### config.mk
export PLATFORM = sky130hd
export DESIGN_NAME = mac_job_scheduler
export DESIGN_NICKNAME = d
export VERILOG_FILES = /design/src/rtl/mac_job_scheduler.sv
export SDC_FILE = /design/constraint.sdc
export NUM_CORES = 1
export LEC_CHECK = 0
export CAP_MARGIN = 10
export CORE_UTILIZATION = 25
export DETAILED_ROUTE_END_ITERATION = 12
export SLEW_MARGIN = 20
export SYNTH_ARGS = -nofsm -noshare
export SYNTH_HDL_FRONTEND = slang
export SYNTH_SLANG_ARGS = --single-unit
### constraint.sdc
create_clock -name clk -period 2.3 [get_ports clk]
set_input_delay 0.46 -clock clk [delete_from_list [all_inputs] [get_ports clk]]
set_output_delay 0.46 -clock clk [all_outputs]
set_load 0.02 [all_outputs]
### src/rtl/mac_job_scheduler.sv
// Round-robin scheduler sharing one never-clearing mac_core accumulator among N_REQ requesters.
// Each job snapshots the accumulator, streams BURST_LEN words and returns end-base.
module mac_job_scheduler #(
    parameter int unsigned N_REQ      = 2,
    parameter int unsigned BURST_LEN  = 4,
    parameter int unsigned RD_TIMEOUT = 16
) (
    input  logic                 clk,
    input  logic                 reset_n,
    input  logic [N_REQ-1:0]     req,
    input  logic [16*N_REQ-1:0]  req_data,
    input  logic [N_REQ-1:0]     req_data_valid,
    output logic [N_REQ-1:0]     req_data_ready,
    output logic [N_REQ-1:0]     grant,
    output logic [N_REQ-1:0]     rsp_valid,
    input  logic [N_REQ-1:0]     rsp_ack,
    output logic [15:0]          rsp_data,
    output logic                 rsp_err,
    output logic                 busy,
    output logic [15:0]          mac_data_in,
    output logic                 mac_wr_en,
    output logic                 mac_rd_en,
    input  logic [15:0]          mac_data_out,
    input  logic                 mac_output_ready
);

    localparam int unsigned IW = (N_REQ > 1) ? $clog2(N_REQ) : 1;
    localparam int unsigned CW = $clog2(BURST_LEN + 1);
    localparam int unsigned TW = $clog2(RD_TIMEOUT + 1);
    localparam int          NR = int'(N_REQ);

    typedef enum logic [2:0] {
        StIdle, StRdBase, StWaitBase, StStream, StSettle, StRdEnd, StWaitEnd, StResp
    } state_e;

    state_e          state;
    logic [IW-1:0]   rr_ptr;
    logic [IW-1:0]   gidx;
    logic [CW-1:0]   cnt;
    logic [TW-1:0]   wait_cnt;
    logic [15:0]     base;

    logic            pick_found;
    logic [IW-1:0]   pick_idx;
    logic [N_REQ-1:0] pick_oh;
    logic [15:0]     own_data;
    logic            own_valid;
    logic            own_ack;
    logic            stream_open;
    logic            accept;
    logic            wait_expired;

    // Search starts one past the last served requester and wraps around.
    always_comb begin
        pick_found = 1'b0;
        pick_idx   = '0;
        pick_oh    = '0;
        for (int k = 1; k <= NR; k++) begin
            for (int i = 0; i < NR; i++) begin
                if (!pick_found && req[i] && ((int'(rr_ptr) + k) % NR == i)) begin
                    pick_found = 1'b1;
                    pick_idx   = IW'(i);
                    pick_oh[i] = 1'b1;
                end
            end
        end
    end

    assign stream_open = (state == StStream) && (cnt < CW'(BURST_LEN));

    always_comb begin
        own_data       = '0;
        own_valid      = 1'b0;
        own_ack        = 1'b0;
        req_data_ready = '0;
        for (int i = 0; i < NR; i++) begin
            if (gidx == IW'(i)) begin
                own_data          = req_data[16*i +: 16];
                own_valid         = req_data_valid[i];
                own_ack           = rsp_ack[i];
                req_data_ready[i] = stream_open;
            end
        end
    end

    assign accept       = stream_open && own_valid;
    assign wait_expired = (wait_cnt == TW'(RD_TIMEOUT - 1));
    assign busy         = (state != StIdle);

    always_ff @(posedge clk or negedge reset_n) begin
        if (!reset_n) begin
            state       <= StIdle;
            rr_ptr      <= IW'(N_REQ - 1);
            gidx        <= '0;
            cnt         <= '0;
            wait_cnt    <= '0;
            base        <= '0;
            grant       <= '0;
            rsp_valid   <= '0;
            rsp_data    <= '0;
            rsp_err     <= 1'b0;
            mac_data_in <= '0;
            mac_wr_en   <= 1'b0;
            mac_rd_en   <= 1'b0;
        end else begin
            mac_wr_en <= 1'b0;
            mac_rd_en <= 1'b0;
            unique case (state)
                StIdle: begin
                    if (pick_found) begin
                        gidx      <= pick_idx;
                        grant     <= pick_oh;
                        cnt       <= '0;
                        wait_cnt  <= '0;
                        mac_rd_en <= 1'b1;
                        state     <= StRdBase;
                    end
                end
                StRdBase: state <= StWaitBase;
                StWaitBase: begin
                    if (mac_output_ready) begin
                        base  <= mac_data_out;
                        state <= StStream;
                    end else if (wait_expired) begin
                        rsp_data  <= '0;
                        rsp_err   <= 1'b1;
                        rsp_valid <= grant;
                        state     <= StResp;
                    end else begin
                        wait_cnt <= wait_cnt + 1'b1;
                    end
                end
                StStream: begin
                    if (accept) begin
                        mac_wr_en   <= 1'b1;
                        mac_data_in <= own_data;
                        cnt         <= cnt + 1'b1;
                        if (cnt == CW'(BURST_LEN - 1)) state <= StSettle;
                    end
                end
                // Last write lands in the accumulator before the closing read is issued.
                StSettle: begin
                    wait_cnt  <= '0;
                    mac_rd_en <= 1'b1;
                    state     <= StRdEnd;
                end
                StRdEnd: state <= StWaitEnd;
                StWaitEnd: begin
                    if (mac_output_ready) begin
                        rsp_data  <= mac_data_out - base;
                        rsp_err   <= 1'b0;
                        rsp_valid <= grant;
                        state     <= StResp;
                    end else if (wait_expired) begin
                        rsp_data  <= '0;
                        rsp_err   <= 1'b1;
                        rsp_valid <= grant;
                        state     <= StResp;
                    end else begin
                        wait_cnt <= wait_cnt + 1'b1;
                    end
                end
                StResp: begin
                    if (own_ack) begin
                        rr_ptr    <= gidx;
                        grant     <= '0;
                        rsp_valid <= '0;
                        rsp_data  <= '0;
                        rsp_err   <= 1'b0;
                        state     <= StIdle;
                    end
                end
                default: state <= StIdle;
            endcase
        end
    end

endmodule

==> results of run 1 <==
[per-layer routing]
metal	vias up	track usage [%]
met4	0	6.476
li1	1625	-
met2	55	23.51
met5	-	0
met1	1624	17.20
met3	15	2.930
[sequential cells by signal (all words and copies together) (netlist names)]
name	flops
rr_ptr	1
rsp_data	16
mac_data_in	16
state	3
base	16
rsp_err	1
mac_wr_en	1
cnt	3
grant	2
gidx	1
mac_rd_en	1
wait_cnt	5
rsp_valid	2
[power by group]
group	switching (mW)	leakage, nW	internal [mW]
Clock	0.489	0.135	0.823
Sequential	0.325	0.834	1.73
Combinational	2.15	1.45	1.98
[logic make-up (layout without fill, tap and decap cells)]
group	Yosys count	count (layout)	synth area share, %
DFF	68	68	46.04
and+or+nand+nor	119	119	14.51
muxes	22	22	6.123
AOI/OAI and AO/OA	107	107	18.30
xor gates and xnor gates	16	16	3.789
buffers and inverters	40	174	4.263
adders and majority gates	20	20	6.969
[area by class of cell]
class,count,area share [%]
clock inverter,3,0.7333
sequential,68,31.21
timing repair buffer,137,23.51
tap,184,4.216
clock buffer,11,4.262
inverter,23,1.581
multi-input combinational,284,34.49
[what timing repair did]
action	CTS	global route
pin swaps	4	7
setup endpoints to repair	5	6
hold buffers	1	0
buffers inserted	1	1
gates resized for setup	7	5
endpoints found under the hold margin	3	0
[path summary, 6_finish.rpt]
check                                                   to                    start
worst max register to register    rsp_data[12]$_DFFE_PN0P_      base[0]$_DFFE_PN0P_
worst min register to register     rsp_data[7]$_DFFE_PN0P_  rsp_data[7]$_DFFE_PN0P_
worst max-delay path              rsp_data[11]$_DFFE_PN0P_          mac_data_out[4]
max in group asynchronous          rsp_data[1]$_DFFE_PN0P_                  reset_n
min in group clk                   rsp_data[7]$_DFFE_PN0P_  rsp_data[7]$_DFFE_PN0P_
worst min-delay path            mac_data_in[0]$_DFFE_PN0P_                  reset_n
[layout by cell type (no fill, tap or decap), drive strengths merged, types with 3 or more instances in the layout]
cell type      Yosys  routed
clkdlybuf4s50      0      94
o21ai             39      39
nor2              35      35
buf                7      39
a21o               3       3
mux2               5       5
nand3              8       8
xor2              10      10
and3               3       3
xnor2              6       6
o211ai             3       3
nand2b             7       7
nand2             48      48
dfrtp             67      67
ha                19      19
inv               23      23
clkbuf            10      11
a21oi             36      36
nor3               5       5
nor2b              4       4
a22o               7       7
mux2i             17      17
[metrics by stage]
stage / utilization (%) / TNS, ns
2_1_floorplan: - / 0
3_3_place_gp: 35.35 / -3.003
3_5_place_dp: 35.35 / -3.304
4_1_cts: 37.49 / 0
5_1_grt: 37.71 / -0.01636
6_report: 37.71 / 0
[critical path, cell delays in order]
cell and delay (ns):
clkdlybuf4s50_1 0.43, ha_1 0.38, a21o_1 0.21, o41a_4 0.48, a41oi_2 0.23, xor2_1 0.18
o21ai_1 0.07
==> impl_metrics.ini, run 1 <==
[synth]
yosysSeqAreaShare_pct = 46.04
syn_inst = 392
syn_nets = 469
synth_area_leaders = dfrtp_1 45%, ha_1 6.4%, nand2_1 4.8%
avgSynthCellArea_um2 = 9.435
synthArstFlopShare_pct = 100.0
ys_warn_count = 0
synth.most_common_cell = dfrtp_1
synth.distinct_cells = 55
synth_edf_count = 0
synth_area_leader_cell = dfrtp_1
synth_area_mm2 = 0.003699
synth-seq-cells = 68
synth_flop_cell = dfrtp_1
ys_top_cells_by_count = 67 x dfrtp_1, 47 x nand2_1, 35 x nor2_1
synth_top_area_share_pct = 45.33

[worst_setup_path]
crit_path_end_kind = flip-flop
start_kind = input port
worst-setup-path-type = in2reg
r2r_slack_ns = 0.21
crit_fanout = 5
arrival_ns = 2.43
r2r_cells = 10
crit_required_ns = 2.51

[global_routing]
grt_pass1_wl_um = 16450
grt_max_degree = 41
grt_pass1_vias = 3452
grt_overflow = 0
grt_usage_pct = 14.02
antenna_found_initial = 0

[final_layout]
n_fill_cell = 1427
design_area_mm2 = 0.005460
drive_gt1_share_pct = 14.26
layout.nets = 600
multiInputGateArea_mm2 = 0.001883
antennaDiodeCount = 0
instances_no_fill = 710
areaGrowthSynthToFinish_pct = 47.63
regArea_mm2 = 0.001704

[detailed_routing]
viasPerCell = 4.675
drc = 0
wl_met3_um = 334
wirelength_met1_um = 4539
antenna_left = 0
dr_wl_met2_um = 5028
wl_per_cell_um = 14.25
top_layer = met4
dr.pass1.iters = 4
first_iter_violations = 87
routed_wl_um = 10110
num_vias = 3319

[die]
die_h_um = 123.6
ios = 99
dieArea_mm2 = 0.01528
initial_core_util_pct = 25.54
core-area_mm2 = 0.01448
fp.dieW_um = 123.6
placementRows = 44

[outcome]
status = finished, final reports clean

[timing]
slew_viol_final = 0
fmax_mhz = 450.3
timing.hold.ws_ns = 0.4798
fin_crit_sh_pct = 96.55
min_period_ns = 2.221
setup_viol = 0
skew_ns = 0.006187
relSlewSlack_pct = 65.11
worst_slack_ns = 0.07940
tightest_slew_ns = 0.5226
hold_viol_final = 0

[cts]
clock-sinks = 68
clock_latency_ns = 0.33
cts-root-buf = clkbuf_16
numCtsBuffers = 9
cts_buffer_depth = 2
cts_tree = built
cts_htree_levels = 3
path_clk_slew_ns = 0.06

[flow_run]
maxCapViolations = 0

[placed_design]
pre_cts_slack_ns = -0.5023
placed_cells = 693
globalplace.congestion = 0.8181
place_area_mm2 = 0.005119
port_buffers = 98
hpwlAfterDp_um = 7702

[hold_path]
min_path_type = in2async

[power]
leakage_nw = 2.421
total_power_mw = 7.493
p_per_area_mw_per_mm2 = 1372
ir_worst_vdd_uv = 408.6
Note: power is estimated with default switching activity, not from simulation.
==> run 2, diff against run 1 <==
- CAP_MARGIN: 10 -> unset
- SLEW_MARGIN: 20 -> unset
==> results of run 2 <==
No change in the layout: final DEF, timing and power equal those of run 1.
